[config.mk]
export PLATFORM = sky130hd
export DESIGN_NAME = uart_tx_ctrl
export DESIGN_NICKNAME = d
export VERILOG_FILES = /design/src/rtl/uart_tx_ctrl.sv
export SDC_FILE = /design/constraint.sdc
export NUM_CORES = 1
export LEC_CHECK = 0
export CAP_MARGIN = 20
export CORE_AREA = 10 10 93 71
export DETAILED_ROUTE_END_ITERATION = 10
export DIE_AREA = 0 0 103 81
export PLACE_DENSITY = 0.65
export SYNTH_ARGS = -nofsm -noshare
export SYNTH_HDL_FRONTEND = slang
export SYNTH_SLANG_ARGS = --single-unit
[constraint.sdc]
create_clock -name pclk -period 2 [get_ports pclk]
set_input_delay 0.5 -clock pclk [delete_from_list [all_inputs] [get_ports pclk]]
set_output_delay 0.5 -clock pclk [all_outputs]
set_load 0.02 [all_outputs]
[src/rtl/uart_tx_ctrl.sv]
// UART transmit sequencer: pulls characters from THR/FIFO and serialises start, data, parity, stop at 16 ticks per bit.
// tsr_load one cycle after data becomes available, txd falls the cycle after; no idle gap between back-to-back frames.
module uart_tx_ctrl (
  input  logic       pclk,
  input  logic       preset,
  input  logic       baud_tick,
  input  logic [7:0] tx_data,
  input  logic       fifoen,
  input  logic       tx_fifo_empty,
  input  logic       thr_wr_en,
  input  logic [1:0] wls,
  input  logic       stb,
  input  logic       pen,
  input  logic       eps,
  input  logic       sp,
  input  logic       bc,
  output logic       tsr_load,
  output logic       txd,
  output logic       thre,
  output logic       temt,
  output logic       tx_busy
);

  typedef enum logic [2:0] {IDLE, LOAD, START, DATA, PARITY, STOP} state_t;

  state_t      state, state_nxt;
  logic [7:0]  tsr, tsr_nxt, chr;
  logic [3:0]  tick_cnt;
  logic [2:0]  bit_cnt;
  logic [5:0]  stop_cnt, stop_last;
  logic [1:0]  wls_q;
  logic        stb_q, pen_q, eps_q, sp_q;
  logic        thr_empty, avail, bit_end, stop_end, last_bit;
  logic        data_xor, par_bit, txd_nxt;
  logic [7:0]  par_mask;

  assign avail     = fifoen ? ~tx_fifo_empty : ~thr_empty;
  assign bit_end   = baud_tick & (tick_cnt == 4'd15);
  assign last_bit  = (bit_cnt == (3'd4 + {1'b0, wls_q}));
  assign stop_last = ~stb_q ? 6'd15 : ((wls_q == 2'b00) ? 6'd23 : 6'd31);
  assign stop_end  = baud_tick & (stop_cnt == stop_last);

  // Parity comes from the character as loaded, masked to the frame's word length
  assign par_mask = 8'hFF >> (2'd3 - wls_q);
  assign data_xor = ^(chr & par_mask);
  assign par_bit  = sp_q ? ~eps_q : (eps_q ? data_xor : ~data_xor);

  assign tsr_nxt = (state == LOAD) ? tx_data :
                   ((state == DATA) && bit_end) ? {1'b0, tsr[7:1]} : tsr;

  always_ff @(posedge pclk or posedge preset) begin
    if (preset) state <= IDLE;
    else        state <= state_nxt;
  end

  always_comb begin
    state_nxt = state;
    case (state)
      IDLE:    if (avail) state_nxt = LOAD;
      LOAD:    state_nxt = START;
      START:   if (bit_end) state_nxt = DATA;
      DATA:    if (bit_end && last_bit) state_nxt = pen_q ? PARITY : STOP;
      PARITY:  if (bit_end) state_nxt = STOP;
      STOP:    if (stop_end) state_nxt = avail ? LOAD : IDLE;
      default: state_nxt = IDLE;
    endcase
  end

  // txd is registered from the next state so the line moves on the same edge as the FSM
  always_comb begin
    tsr_load = (state == LOAD);
    tx_busy  = (state != IDLE);
    thre     = fifoen ? tx_fifo_empty : thr_empty;
    temt     = thre & (state == IDLE);
    case (state_nxt)
      START:   txd_nxt = 1'b0;
      DATA:    txd_nxt = tsr_nxt[0];
      PARITY:  txd_nxt = par_bit;
      default: txd_nxt = 1'b1;
    endcase
    if (bc) txd_nxt = 1'b0;
  end

  always_ff @(posedge pclk or posedge preset) begin
    if (preset) txd <= 1'b1;
    else        txd <= txd_nxt;
  end

  always_ff @(posedge pclk or posedge preset) begin
    if (preset) begin
      tsr       <= 8'h00;
      chr       <= 8'h00;
      tick_cnt  <= 4'd0;
      bit_cnt   <= 3'd0;
      stop_cnt  <= 6'd0;
      wls_q     <= 2'b00;
      stb_q     <= 1'b0;
      pen_q     <= 1'b0;
      eps_q     <= 1'b0;
      sp_q      <= 1'b0;
      thr_empty <= 1'b1;
    end else begin
      tsr <= tsr_nxt;
      if (state == LOAD) begin
        chr      <= tx_data;
        tick_cnt <= 4'd0;
        bit_cnt  <= 3'd0;
        wls_q    <= wls;
        stb_q    <= stb;
        pen_q    <= pen;
        eps_q    <= eps;
        sp_q     <= sp;
      end else begin
        if (baud_tick && ((state == START) || (state == DATA) || (state == PARITY)))
          tick_cnt <= tick_cnt + 4'd1;
        if ((state == DATA) && bit_end)
          bit_cnt <= bit_cnt + 3'd1;
      end
      if (state != STOP)  stop_cnt <= 6'd0;
      else if (baud_tick) stop_cnt <= stop_cnt + 6'd1;
      // A host write in the same cycle as a load leaves the new character pending
      if (thr_wr_en && !fifoen)     thr_empty <= 1'b0;
      else if (tsr_load && !fifoen) thr_empty <= 1'b1;
    end
  end

endmodule

==> summary.md <==
| Metric | Value |
|---|---|
| RR Endpoint | `txd` |
| Vias | `1644` |
| Die Y-Extent | `81 um` |
| Clock Skews | `about 0.0050 ns` |
| CP max stage cell | `sky130_fd_sc_hd__clkdlybuf4s50_1` |
| Post-synthesis sequential area ratio | `47.8%` |
| Pin count of the biggest net entering global routing | `41` |
| Average cell area after synthesis | `9.21 um2` |
| Final layout net count | `roughly 290` |
| Worst path required time | `1.50 ns` |
| Via count normalized by instance count | `just over 5` |
| Post-synthesis net count | `252` |
| Worst path cell trace | `clkdlybuf4s50_1` |
| Library cell used as clock root buffer | `sky130_fd_sc_hd__clkbuf_8` |
| Fraction of final layout cells sized beyond drive strength 1 | `15.4%` |
| NetSw | `roughly 900 uW` |
| Synthesis-to-layout area growth | `23.3%` |
| Arr. time, crit path | `1.42 ns` |
| FMAX | `0.522 GHz` |
| Capturing element type of the critical path | `primary output` |
| Drt pass-1 iters | `4` |
| Synth Cell Area | `2100 um2` |
| Reg-to-reg startpoint | `tick_cnt[1]` |
| Count of final max-slew check failures | `0` |
| Worst-case vdd ir drop | `294 uV` |
| Sequential share of power | `45.6%` |
| Fraction of the cycle the final worst path needs | `95.8%` |
| Detailed Route Iter0 Violations | `52` |
| Register-to-register setup slack | `0.24 ns` |
| Count of input and output buffers | `25` |
| Worst-Skew Late Latency | `a little under 0.3 ns` |
| DR WL/cell | `13.6 um` |
| Overall routing resource usage | `roughly 11%` |
| Share of power burned in combinational logic | `34.2%` |
| Synth Warn # | `0` |
| Final critical-path required period | `1.92 ns` |
| Unrepaired setup endpoints after global routing | `no` |
| Count of flip-flops with a built-in enable after synthesis | `0` |
| Number of max-cap violations | `0` |
| Total I/O pin count | `26` |
| CTS Sinks | `40` |
| Status | `completed` |
| Inserted Clock Buffers | `5` |
| Number of global-route vias before repair | `1607` |
| Reg clk slew, reported paths | `0.07 ns` |
| Antenna violations before repair | `0` |
| Register bit count reported by yosys | `40` |
| Leakage power | `0.00112 uW` |
| Critical Path Source Type | `flop` |
| Count of antenna diodes in the layout | `0` |
| Hold-fix buffers at CTS | `0` |
| Path class of the lowest-slack min-delay path | `flop to flop` |
| Actual slew at the worst max-slew pin | `0.417 ns` |
| Async SR Flop Fraction | `100%` |
| Filler cell count | `456` |
| Die Wd | `103 um` |
| Worst Setup EP | `txd` |
| Synth Instances | `228` |
| CTS tree | `built` |
| Number of placement rows | `22` |
| Global-route wire length before repair | `7470 um` |
| Final weighted congestion of routability-driven global placement | `0.762` |
| Post-route antenna net violation count | `0` |
| Synth Flop Type | `sky130_fd_sc_hd__dfrtp_1` |
| Core outline area | `between 4000 and 5000 um2` |
| Number of H-tree branching levels | `2` |
| Crit path launch | `txd` |
| Total die area | `8340 um2` |
| Slowest stage delay, CP | `~0.60 ns` |
| Half-perimeter wire length after placement | `between 3000 and 4000 um` |
| Worst Reg2Reg Path Length in Cells | `7` |
| Overall power | `roughly 2700 uW` |
| Core utilization of the finished layout | `52.3%` |
| Initial core utilization | `roughly 42%` |
| Post-route setup TNS | `0 ns` |
| Final-report hold violation count | `0` |
| Wire length reported by the detailed router | `4430 um` |
| Power share of the clock group | `20.2%` |
| Number of buffers on the longest clock path | `2` |
| Count of cell types in the netlist | `39` |
| Peak fanout along the critical path | `1` |
| Internal Pwr Total | `roughly 1800 uW` |
| Residual DRC count | `0` |
| Critical path depth | `1` |
| Power density cells | `1050 nW/um2` |
| Global-route congestion overflow total | `0` |
| Normalized max-slew margin | `71.5%` |
| Number of buffers and inverters on the critical path | `1` |
| Setup violators final | `0` |
| Setup CP Type | `flop to primary output` |
| Switching fraction of total power | `32.6%` |
| Kind of cell adding the most delay to the critical path | `buffers and inverters` |
| Post-CTS setup-driven buffer insertion count | `0` |
layer usage:
metal | GRT usage (%) | part of all wire (%) | vias up
met4 | 4.43 | 1.6 | 0
met5 | 0 | 0 | -
met1 | 14.9 | 49 | 772
li1 | - | - | 840
met3 | 3.99 | 5.4 | 9
met2 | 16.9 | 44 | 23
metrics by stage:
| step | hold slack [ns] | area [um2] | std cells | setup slack, ns |
|---|---|---|---|---|
| 2_1_floorplan | 0.445 | 2100 | 228 | 0.160 |
| 3_3_place_gp | 0.470 | 2500 | 318 | -0.537 |
| 3_5_place_dp | 0.482 | 2500 | 318 | -0.547 |
| 4_1_cts | 0.500 | 2590 | 326 | 0.00773 |
| 5_1_grt | 0.530 | 2590 | 326 | 0.0554 |
| 6_report | 0.496 | 2590 | 326 | 0.0849 |
state kept, by name, indices dropped and copies added, names as in the netlist:
register   cells
chr            8
tsr            8
stop_cnt       6
tick_cnt       4
bit_cnt        3
state          3
wls_q          2
eps_q          1
pen_q          1
sp_q           1
stb_q          1
thr_empty      1
txd            1
area by class of cell:
cell class / count / area [um2] / area share, %
multi-input combinational: 172 / 1040 / 40.0
tap: 60 / 75.1 / 2.90
timing repair buffer: 40 / 362 / 14.0
clock buffer: 8 / 90.1 / 3.48
sequential: 40 / 1000 / 38.7
inverter: 6 / 22.5 / 0.870
cell usage after synthesis, drive strengths merged (3+ instances only):
master / instances / share of area (%)
mux2i: 11 / 5.2
nor2b: 3 / 1.0
dfrtp: 38 / 45
o22ai: 4 / 1.2
nand4: 4 / 1.2
or3: 3 / 0.89
nand2b: 5 / 1.8
nand2: 56 / 10
clkbuf: 3 / 0.54
buf: 7 / 1.7
xor2: 5 / 2.1
o21ai: 15 / 3.8
inv: 6 / 1.1
a21oi: 13 / 3.1
ha: 3 / 1.8
xnor2: 9 / 4.1
nor2: 22 / 4.8
nand3: 6 / 1.4
logic make-up after synthesis:
kind of cell               Yosys count  share of synthesized area, %
xor gates and xnor gates            15                          7.27
muxes                               13                          6.31
DFF                                 40                          47.8
and+or+nand+nor                    102                          22.6
AOI/OAI and AO/OA                   39                          11.0
adders and majority gates            3                          1.79
buffers and inverters               16                          3.28
cells in the final DEF, fill, tap and decap left out, types with 2 or more instances in the layout:
cell type                         synthesis  routed
sky130_fd_sc_hd__clkdlybuf4s50_1          0      19
sky130_fd_sc_hd__a21oi_1                 13      13
sky130_fd_sc_hd__clkbuf_1                 3       2
sky130_fd_sc_hd__dfstp_2                  2       2
sky130_fd_sc_hd__nand3_1                  6       6
sky130_fd_sc_hd__o21ai_0                 11      11
sky130_fd_sc_hd__o221a_2                  2       2
sky130_fd_sc_hd__nor2b_1                  2       2
sky130_fd_sc_hd__buf_4                    0      16
sky130_fd_sc_hd__xor2_1                   5       5
sky130_fd_sc_hd__ha_1                     3       3
sky130_fd_sc_hd__nand4_1                  4       4
sky130_fd_sc_hd__xnor2_1                  8       8
sky130_fd_sc_hd__nand2b_1                 4       4
sky130_fd_sc_hd__nor2_1                  20      20
sky130_fd_sc_hd__o22ai_1                  4       4
sky130_fd_sc_hd__mux2i_1                 11      11
sky130_fd_sc_hd__o21ai_1                  3       3
sky130_fd_sc_hd__dfrtp_1                 38      38
sky130_fd_sc_hd__inv_1                    5       5
sky130_fd_sc_hd__or3_1                    3       2
sky130_fd_sc_hd__clkbuf_8                 0       6
sky130_fd_sc_hd__nand2_1                 55      55
how the worst min path moves through the flow:
stage	startpoint	end	slack (ns)	cells after the start
after floorplan	pen_q	pen_q	0.45	2
after global placement	chr[6]	chr[6]	0.47	2
after detailed placement	chr[7]	chr[7]	0.48	2
after CTS	chr[7]	chr[7]	0.50	2
after global routing	chr[0]	chr[0]	0.53	2
final	eps_q	eps_q	0.50	2
timing repair:
action | CTS | global route
setup endpoints to repair | 4 | 3
gates resized for setup | 15 | 6
pin swaps | 0 | 0
power groups by stage:
| stage | registers, uW | clock network (uW) | logic, uW |
|---|---|---|---|
| 6_report | 1240 | 548 | 929 |
| 5_1_grt | 1270 | 595 | 1050 |
| 4_1_cts | 1240 | 564 | 945 |
| 3_5_place_dp | 1250 | 0 | 938 |
| 3_3_place_gp | 1240 | 0 | 918 |
| 2_1_floorplan | 1220 | 0 | 678 |
(Power assumes the default switching activity.)
